--- src/rtl/dual_stream_arbiter_pkg.sv ---
// rtl/dual_stream_arbiter_pkg.sv - shared widths, beat layout and channel encoding for the arbiter
package dual_stream_arbiter_pkg;

    localparam int ADDRESS_WIDTH = 16;
    localparam int ID_WIDTH      = 4;
    localparam int ARB_Q_WIDTH   = 1 + ID_WIDTH + ADDRESS_WIDTH;

    typedef enum logic {
        CH1 = 1'b0,
        CH2 = 1'b1
    } chan_e;

    typedef struct packed {
        logic                     src;
        logic [ID_WIDTH-1:0]      id;
        logic [ADDRESS_WIDTH-1:0] address;
    } arb_beat_t;

    function automatic chan_e other_chan(input chan_e c);
        return (c == CH1) ? CH2 : CH1;
    endfunction

endpackage

--- src/rtl/arb_fifo2.sv ---
// rtl/arb_fifo2.sv - two-entry synchronous FIFO with head-of-queue output
module arb_fifo2
    import dual_stream_arbiter_pkg::*;
#(
    parameter int WIDTH = ARB_Q_WIDTH
) (
    input  logic             clk,
    input  logic             reset,
    input  logic             push_i,
    input  logic [WIDTH-1:0] push_data_i,
    input  logic             pop_i,
    output logic [1:0]       count_o,
    output logic [WIDTH-1:0] head_o
);

    logic [WIDTH-1:0] mem_q [2];
    logic [WIDTH-1:0] mem_d [2];
    logic             wr_ptr_q, wr_ptr_d;
    logic             rd_ptr_q, rd_ptr_d;
    logic [1:0]       count_q, count_d;
    logic             do_push, do_pop;

    // A full queue still takes a push when the head leaves on the same edge.
    assign do_pop  = pop_i && (count_q != 2'd0);
    assign do_push = push_i && ((count_q != 2'd2) || do_pop);

    always_comb begin
        mem_d    = mem_q;
        wr_ptr_d = wr_ptr_q;
        rd_ptr_d = rd_ptr_q;
        count_d  = count_q + {1'b0, do_push} - {1'b0, do_pop};
        if (do_push) begin
            mem_d[wr_ptr_q] = push_data_i;
            wr_ptr_d        = ~wr_ptr_q;
        end
        if (do_pop) begin
            rd_ptr_d = ~rd_ptr_q;
        end
    end

    always_ff @(posedge clk or posedge reset) begin
        if (reset) begin
            mem_q[0] <= '0;
            mem_q[1] <= '0;
            wr_ptr_q <= 1'b0;
            rd_ptr_q <= 1'b0;
            count_q  <= 2'd0;
        end else begin
            mem_q    <= mem_d;
            wr_ptr_q <= wr_ptr_d;
            rd_ptr_q <= rd_ptr_d;
            count_q  <= count_d;
        end
    end

    assign count_o = count_q;
    assign head_o  = mem_q[rd_ptr_q];

endmodule

--- src/rtl/dual_stream_arbiter.sv ---
// rtl/dual_stream_arbiter.sv - round-robin merge of two stall-controlled producers into one queued port
module dual_stream_arbiter
    import dual_stream_arbiter_pkg::*;
(
    input  logic                     clk,
    input  logic                     reset,
    input  logic [ADDRESS_WIDTH-1:0] in_address_1,
    input  logic [ID_WIDTH-1:0]      in_id_1,
    input  logic                     in_valid_1,
    output logic                     out_stall_1,
    input  logic [ADDRESS_WIDTH-1:0] in_address_2,
    input  logic [ID_WIDTH-1:0]      in_id_2,
    input  logic                     in_valid_2,
    output logic                     out_stall_2,
    input  logic                     in_enable_1,
    input  logic                     in_enable_2,
    input  logic                     in_stall,
    output logic [ADDRESS_WIDTH-1:0] out_address,
    output logic [ID_WIDTH-1:0]      out_id,
    output logic                     out_src,
    output logic                     out_valid
);

    logic                   stall_1_q, stall_1_d;
    logic                   stall_2_q, stall_2_d;
    chan_e                  rr_ptr_q, rr_ptr_d;
    logic                   acc_1, acc_2;
    logic                   push, pop;
    logic [1:0]             count;
    logic [2:0]             next_count;
    logic                   space;
    logic                   grant_any;
    chan_e                  grant_ch;
    arb_beat_t              push_beat;
    arb_beat_t              head_beat;
    logic [ARB_Q_WIDTH-1:0] head_data;

    // Only one stall is ever low, so at most one accept fires per edge.
    assign acc_1 = in_valid_1 && !stall_1_q;
    assign acc_2 = in_valid_2 && !stall_2_q;
    assign push  = acc_1 || acc_2;
    assign pop   = (count != 2'd0) && !in_stall;

    always_comb begin
        push_beat.src     = 1'b0;
        push_beat.id      = in_id_1;
        push_beat.address = in_address_1;
        if (acc_2) begin
            push_beat.src     = 1'b1;
            push_beat.id      = in_id_2;
            push_beat.address = in_address_2;
        end
    end

    // Granting only when at most one entry remains guarantees the granted beat fits
    // even if the downstream stalls for the whole next cycle.
    assign next_count = {1'b0, count} + {2'b00, push} - {2'b00, pop};
    assign space      = (next_count <= 3'd1);

    always_comb begin
        grant_any = 1'b0;
        grant_ch  = CH1;
        if (space) begin
            case ({in_enable_2, in_enable_1})
                2'b11: begin
                    grant_any = 1'b1;
                    grant_ch  = rr_ptr_q;
                end
                2'b01: begin
                    grant_any = 1'b1;
                    grant_ch  = CH1;
                end
                2'b10: begin
                    grant_any = 1'b1;
                    grant_ch  = CH2;
                end
                default: begin
                    grant_any = 1'b0;
                end
            endcase
        end
    end

    always_comb begin
        stall_1_d = 1'b1;
        stall_2_d = 1'b1;
        rr_ptr_d  = rr_ptr_q;
        if (grant_any) begin
            stall_1_d = (grant_ch != CH1);
            stall_2_d = (grant_ch != CH2);
            rr_ptr_d  = other_chan(grant_ch);
        end
    end

    always_ff @(posedge clk or posedge reset) begin
        if (reset) begin
            stall_1_q <= 1'b1;
            stall_2_q <= 1'b1;
            rr_ptr_q  <= CH1;
        end else begin
            stall_1_q <= stall_1_d;
            stall_2_q <= stall_2_d;
            rr_ptr_q  <= rr_ptr_d;
        end
    end

    arb_fifo2 #(
        .WIDTH(ARB_Q_WIDTH)
    ) u_fifo (
        .clk        (clk),
        .reset      (reset),
        .push_i     (push),
        .push_data_i(push_beat),
        .pop_i      (pop),
        .count_o    (count),
        .head_o     (head_data)
    );

    assign head_beat   = head_data;
    assign out_address = head_beat.address;
    assign out_id      = head_beat.id;
    assign out_src     = head_beat.src;
    assign out_valid   = (count != 2'd0);
    assign out_stall_1 = stall_1_q;
    assign out_stall_2 = stall_2_q;

endmodule

--- config.mk ---
export PLATFORM = sky130hd
export DESIGN_NAME = dual_stream_arbiter
export DESIGN_NICKNAME = d
export VERILOG_FILES = /design/src/rtl/dual_stream_arbiter_pkg.sv /design/src/rtl/arb_fifo2.sv /design/src/rtl/dual_stream_arbiter.sv
export SDC_FILE = /design/constraint.sdc
export NUM_CORES = 1
export LEC_CHECK = 0
export CAP_MARGIN = 20
export CORE_MARGIN = 2
export CORE_UTILIZATION = 30
export DETAILED_ROUTE_END_ITERATION = 6
export MAX_ROUTING_LAYER = met4
export PLACE_DENSITY = 0.5
export SLEW_MARGIN = 15
export SYNTH_ARGS = -nofsm -noshare
export SYNTH_HDL_FRONTEND = slang
export SYNTH_SLANG_ARGS = --single-unit
--- constraint.sdc ---
create_clock -name clk -period 2.4 [get_ports clk]
set_input_delay 0.48 -clock clk [delete_from_list [all_inputs] [get_ports clk]]
set_output_delay 0.48 -clock clk [all_outputs]
set_load 0.1 [all_outputs]
# Word-level counts from Yosys, hierarchy flattened
# Index checks and enable logic that the tools add are counted.
[word_totals]
word_cells = 52
out_inout_bits = 24
register_bits = 49
input_bits = 47
[op_classes]
reduce_logical = 13
mux = 14
eq_ne = 4
addsub = 4
bitwise_logic = 5
n_lt_le_gt_ge = 4
[ops]
columns = ["operator", "n"]
rows = [
  ["21-bit two-way mux", 5],
  ["42-bit bitwise mux", 1],
  ["21-bit demux with 1-bit select", 1],
  ["1-bit logical AND", 6],
  ["1-bit two-way mux", 6],
  ["2-bit equality test, second input constant", 2],
  ["2-bit greater-or-equal comparator, second input constant", 2],
  ["1-bit NOT with 2-bit output", 2],
  ["2-bit by 1-bit adder with 3-bit output", 1],
  ["3-bit by 1-bit <= comparator with 1-bit output, second input constant", 1],
  ["1-bit logical NOT", 3],
  ["1-bit NOT", 3],
  ["3-bit OR reduction", 1],
  ["3-bit by 1-bit subtractor with 3-bit output", 1],
  ["2-bit by 1-bit adder with 2-bit output", 1],
  ["2-bit by 1-bit equality test with 1-bit output, second input constant", 1],
  ["1-bit logical OR", 2],
  ["2-bit by 1-bit less-than comparator with 1-bit output, second input constant", 1],
  ["2-bit inequality test, second input constant", 1],
  ["1-bit one-hot mux with 2 select lines", 1],
  ["2-bit nonzero test", 1],
  ["2-bit by 1-bit subtractor with 2-bit output", 1],
]

# Longest topological paths before layout
[depth]
ltp_word = 9
ltp_mapped = 10
mapped_depth_nobuf = 10

# Modules after synthesis
# From an unflattened synthesis, not the netlist that was laid out.
[unflattened]
cells_unflattened = 189
hier_area_um2 = 2610.0
[modules_own_cells]
columns = ["mod", "cells_each", "instances", "area_per_inst_um2", "seq_area_each_um2"]
rows = [
  ["arb_fifo2", 144, 1, 2064.5, 1151.1],
  ["dual_stream_arbiter", 45, 1, 545.5, 77.6],
]

# Least setup slack after synthesis
# OpenSTA, ideal clock, no wires.
[synth_timing]
kind = "register to register"
from = "register stall_2_q (netlist: out_stall_2)"
to = "register rr_ptr_q"
setup_ns = 0.079
n_path_buf = 0
path_slack_ns = 0.210
path_stages_with_launch = 8
period_less_slack_ns = 2.190
arrival_ns = 2.111
cell_sequence = "dfstp_2 -> nand2b_4 -> nand2_1 -> ha_1 -> inv_1 -> fa_1 -> and3_1 -> mux2i_1"
[synth_between]
elab_chain_cells = 8
word_cells_on_any_way = 9
[synth_lines]
columns = ["element", "line_no", "source"]
rows = [
  ["start: declaration", "dual_stream_arbiter.sv:25", "logic stall_2_q, stall_2_d;"],
  ["start signal: assignment", "dual_stream_arbiter.sv:102", "stall_2_q <= stall_2_d;"],
  ["1-bit logical NOT (*)", "dual_stream_arbiter.sv:40", "assign acc_2 = in_valid_2 && !stall_2_q;"],
  ["1-bit logical AND (*)", "dual_stream_arbiter.sv:40", ""],
  ["1-bit logical OR (*)", "dual_stream_arbiter.sv:41", "assign push = acc_1 || acc_2;"],
  ["2-bit by 1-bit adder with 3-bit output (*)", "dual_stream_arbiter.sv:57", "assign next_count = {1'b0, count} + {2'b00, push} - {2'b00, pop};"],
  ["3-bit by 1-bit subtractor with 3-bit output (*)", "dual_stream_arbiter.sv:57", ""],
  ["3-bit by 1-bit <= comparator with 1-bit output (*)", "dual_stream_arbiter.sv:58", "assign space = (next_count <= 3'd1);"],
  ["1-bit two-way mux", "dual_stream_arbiter.sv:63", "if (space) begin"],
  ["1-bit two-way mux", "dual_stream_arbiter_pkg.sv:20", "return (c == CH1) ? CH2 : CH1;"],
  ["end signal: assignment", "dual_stream_arbiter.sv:103", "rr_ptr_q <= rr_ptr_d;"],
  ["end: declaration", "dual_stream_arbiter.sv:26", "chan_e rr_ptr_q, rr_ptr_d;"],
]
# Mark *: on every way between the ends. The rest lies on a longest branch, timed or not.
# A chain may end at the register's enable or synchronous reset.

# Worst setup path in the final report
[layout_timing]
from = "input port in_stall"
to = "register rr_ptr_q"
[layout_between]
elab_chain_cells = 6
word_cells_on_any_way = 7
[layout_lines]
columns = ["element", "line_no", "source"]
rows = [
  ["start: declaration", "dual_stream_arbiter.sv:17", "input logic in_stall,"],
  ["1-bit logical NOT (*)", "dual_stream_arbiter.sv:42", "assign pop = (count != 2'd0) && !in_stall;"],
  ["1-bit logical AND (*)", "dual_stream_arbiter.sv:42", ""],
  ["3-bit by 1-bit subtractor with 3-bit output (*)", "dual_stream_arbiter.sv:57", ""],
  ["3-bit by 1-bit <= comparator with 1-bit output (*)", "dual_stream_arbiter.sv:58", ""],
  ["1-bit two-way mux", "dual_stream_arbiter.sv:63", ""],
  ["1-bit two-way mux", "dual_stream_arbiter_pkg.sv:20", ""],
]
# Marks and branches as above.

==> reports/results.ini <==
[run_status]
status=completed

[floorplanning]
fp.dieH_um=97.3
die-area_um2=9480
rows=34
ios=71
die_w_um=97.3
core_area_um2=8590
initial_core_util_pct=30.4

[sta]
final_max_slew_viol_count=0
fin_skew_ns=0.00781
final.min_clock_period_ns=2.21
tightest_slew_ns=0.515
setup_viol=0
period_share_pct=91.9
hold_violations=0
fmax_ghz=0.453
whs_ns=0.492
max_slew_margin_pct=65.6
rsz0062_at_grt=false

[finish]
final_area_um2=3800
drive_gt1_share_pct=51.8
final_cells=363
syn_to_final_growth_pct=45.5
diodes=0
multiInputGateArea_um2=1260
layout_commonest_cell=mux2_2
final_nets=306
regArea_um2=1230
final_cell_mix=mux2_2, dfrtp_1, clkdlybuf4s50_1
fillers=789

[cts]
clock_sinks=49
postCtsHoldBufs=0
cts_tree=built
path_clk_slew_ns=0.08
htree_levels=2
cts_buffers=5
insertion_delay_ns=0.30
cts.path.max_buffers=2
cts_root_buffer=clkbuf_8

[placed_design]
place.gp.congestion=0.657
placed_cells=355
post_dp_cell_area_um2=3680
io_buffers=70
dp_hpwl_um=3910

[setup_path]
worst_ep_required_time_ns=2.62
regToRegEndpoint=rr_ptr_q
worstSetupPathType=in2reg
path_cells=clkdlybuf4s50_1 -> a21oi_2 -> ha_1 -> inv_1 -> ha_1 -> inv_1 -> fa_1 -> xnor2_1 -> and3_1 -> mux2i_1
reg2reg_depth=10
critPathTopFamily=adder cells
end_kind=flop
critPathMaxStageDelay_ns=0.44
timing.rr.start=u_fifo.count_o[1]
slowest_stage=clkdlybuf4s50_1
start_kind=primary input
r2r_slack_ns=0.24
crit_fanout=2
cp.arrival_ns=2.42
cp_num_buf_inv=3

[logic_synthesis]
yosys_warnings=0
synthCells=172
mappedNetlistArea_um2=2610
avgSynthCellArea_um2=15.2
yosysSeqAreaShare_pct=47.0
synth-seq-cells=49
synth_cell_types=24
syn-num-nets=224

[route]
drt_wl_total_um=5390
vias=1619
routedWlPerCell_um=14.9
ant_nets=0
viasPerCell=4.46
drc=0
drt-pass1-iter-count=3
drt_iter0_drc=32

[min_path]
hold_start=u_fifo.mem_q[41]
hold-path-endpoint=u_fifo.mem_q[41]
hold_depth=1
hold_path_class=reg2reg

[global_routing]
grt_pass1_wl_um=8940
grt_max_degree=25
grt_pass1_vias=1767
grt.busiest_layer=met2
use_met3_pct=3.31
gr-usage-all-layers_pct=12.3
use_met2_pct=18.6
met1_usage_pct=16.3
grt.overflow.total=0
antenna_found_initial=0

[job]
cap_violations=0

[metrics by stage]
step	setup slack (ns)	utilization (%)	TNS [ns]
2_1_floorplan	0.210	-	0
6_report	0.195	44.3	0
3_5_place_dp	-0.181	42.8	-0.428
4_1_cts	0.136	44.2	0
5_1_grt	0.0689	44.3	0
3_3_place_gp	-0.0947	42.8	-0.237
[worst max path at each step]
| stage | from | endpoint | slack [ns] | depth (start not counted) |
|---|---|---|---|---|
| final | in_stall | rr_ptr_q | 0.19 | 10 |
| after global placement | in_stall | rr_ptr_q | -0.09 | 10 |
| after CTS | in_stall | rr_ptr_q | 0.14 | 10 |
| after detailed placement | in_stall | rr_ptr_q | -0.18 | 10 |
| after floorplan | out_stall_2 | rr_ptr_q | 0.21 | 7 |
| after global routing | in_stall | rr_ptr_q | 0.07 | 10 |
[cell usage after synthesis]
cell type / instances / area (µm²)
ha_1: 4 / 50.1
nand2b_4: 2 / 27.5
a21oi_1: 2 / 10.0
dfstp_2: 2 / 52.6
inv_1: 8 / 30.0
buf_12: 2 / 40.0
o21ai_0: 1 / 5.00
a21o_1: 1 / 7.51
and3_1: 1 / 6.26
mux2i_1: 1 / 10.0
xor2_1: 2 / 17.5
mux2_4: 20 / 300
nor2b_4: 1 / 13.8
dfrtp_1: 47 / 1180
nand2_1: 2 / 7.51
mux2_1: 6 / 67.6
xnor2_1: 2 / 17.5
a211oi_4: 2 / 40.0
fa_1: 1 / 20.0
mux2_2: 57 / 642
buf_2: 2 / 10.0
buf_6: 4 / 45.0
and3b_4: 1 / 12.5
nand3_1: 1 / 5.00
[metal layers]
layer  share of wire, %  up-vias
li1                   -      767
met1                 48      808
met2                 47       40
met3                4.5        4
met4                1.1        0
met5                  0        -
[flip-flops by register name, summed over array words and instances (netlist names)]
name / cells
out_stall_1: 1
out_stall_2: 1
rr_ptr_q: 1
u_fifo.count_o: 2
u_fifo.mem_q: 42
u_fifo.rd_ptr_q: 1
u_fifo.wr_ptr_q: 1
[area by class of cell]
| cell class | count | area share [%] |
|---|---|---|
| multi-input cells | 107 | 33.2 |
| flip-flops and latches | 49 | 32.3 |
| well taps | 108 | 3.55 |
| clock inverters | 2 | 0.987 |
| repair buffers | 83 | 27.0 |
| clock buffers | 6 | 2.17 |
| inverters | 8 | 0.789 |
[logic make-up (layout without fill, tap and decap cells)]
kind of cell	Yosys count	after routing	share of synthesized area (%)
fa+ha+maj	5	5	2.68
simple gates	8	8	2.78
buf+inv	16	99	4.79
flops	49	49	47.0
mux	84	84	39.0
xor+xnor	4	4	1.34
compound gates	6	6	2.39
[timing repair]
| action | CTS | global route |
|---|---|---|
| endpoints found under the setup margin | 0 | 1 |
| setup buffers | 0 | 0 |
| resized for setup | 0 | 1 |
Power is left out: the tool's default activity adds up to more than one toggle a clock period on the data nets, which glitch-free logic cannot reach.
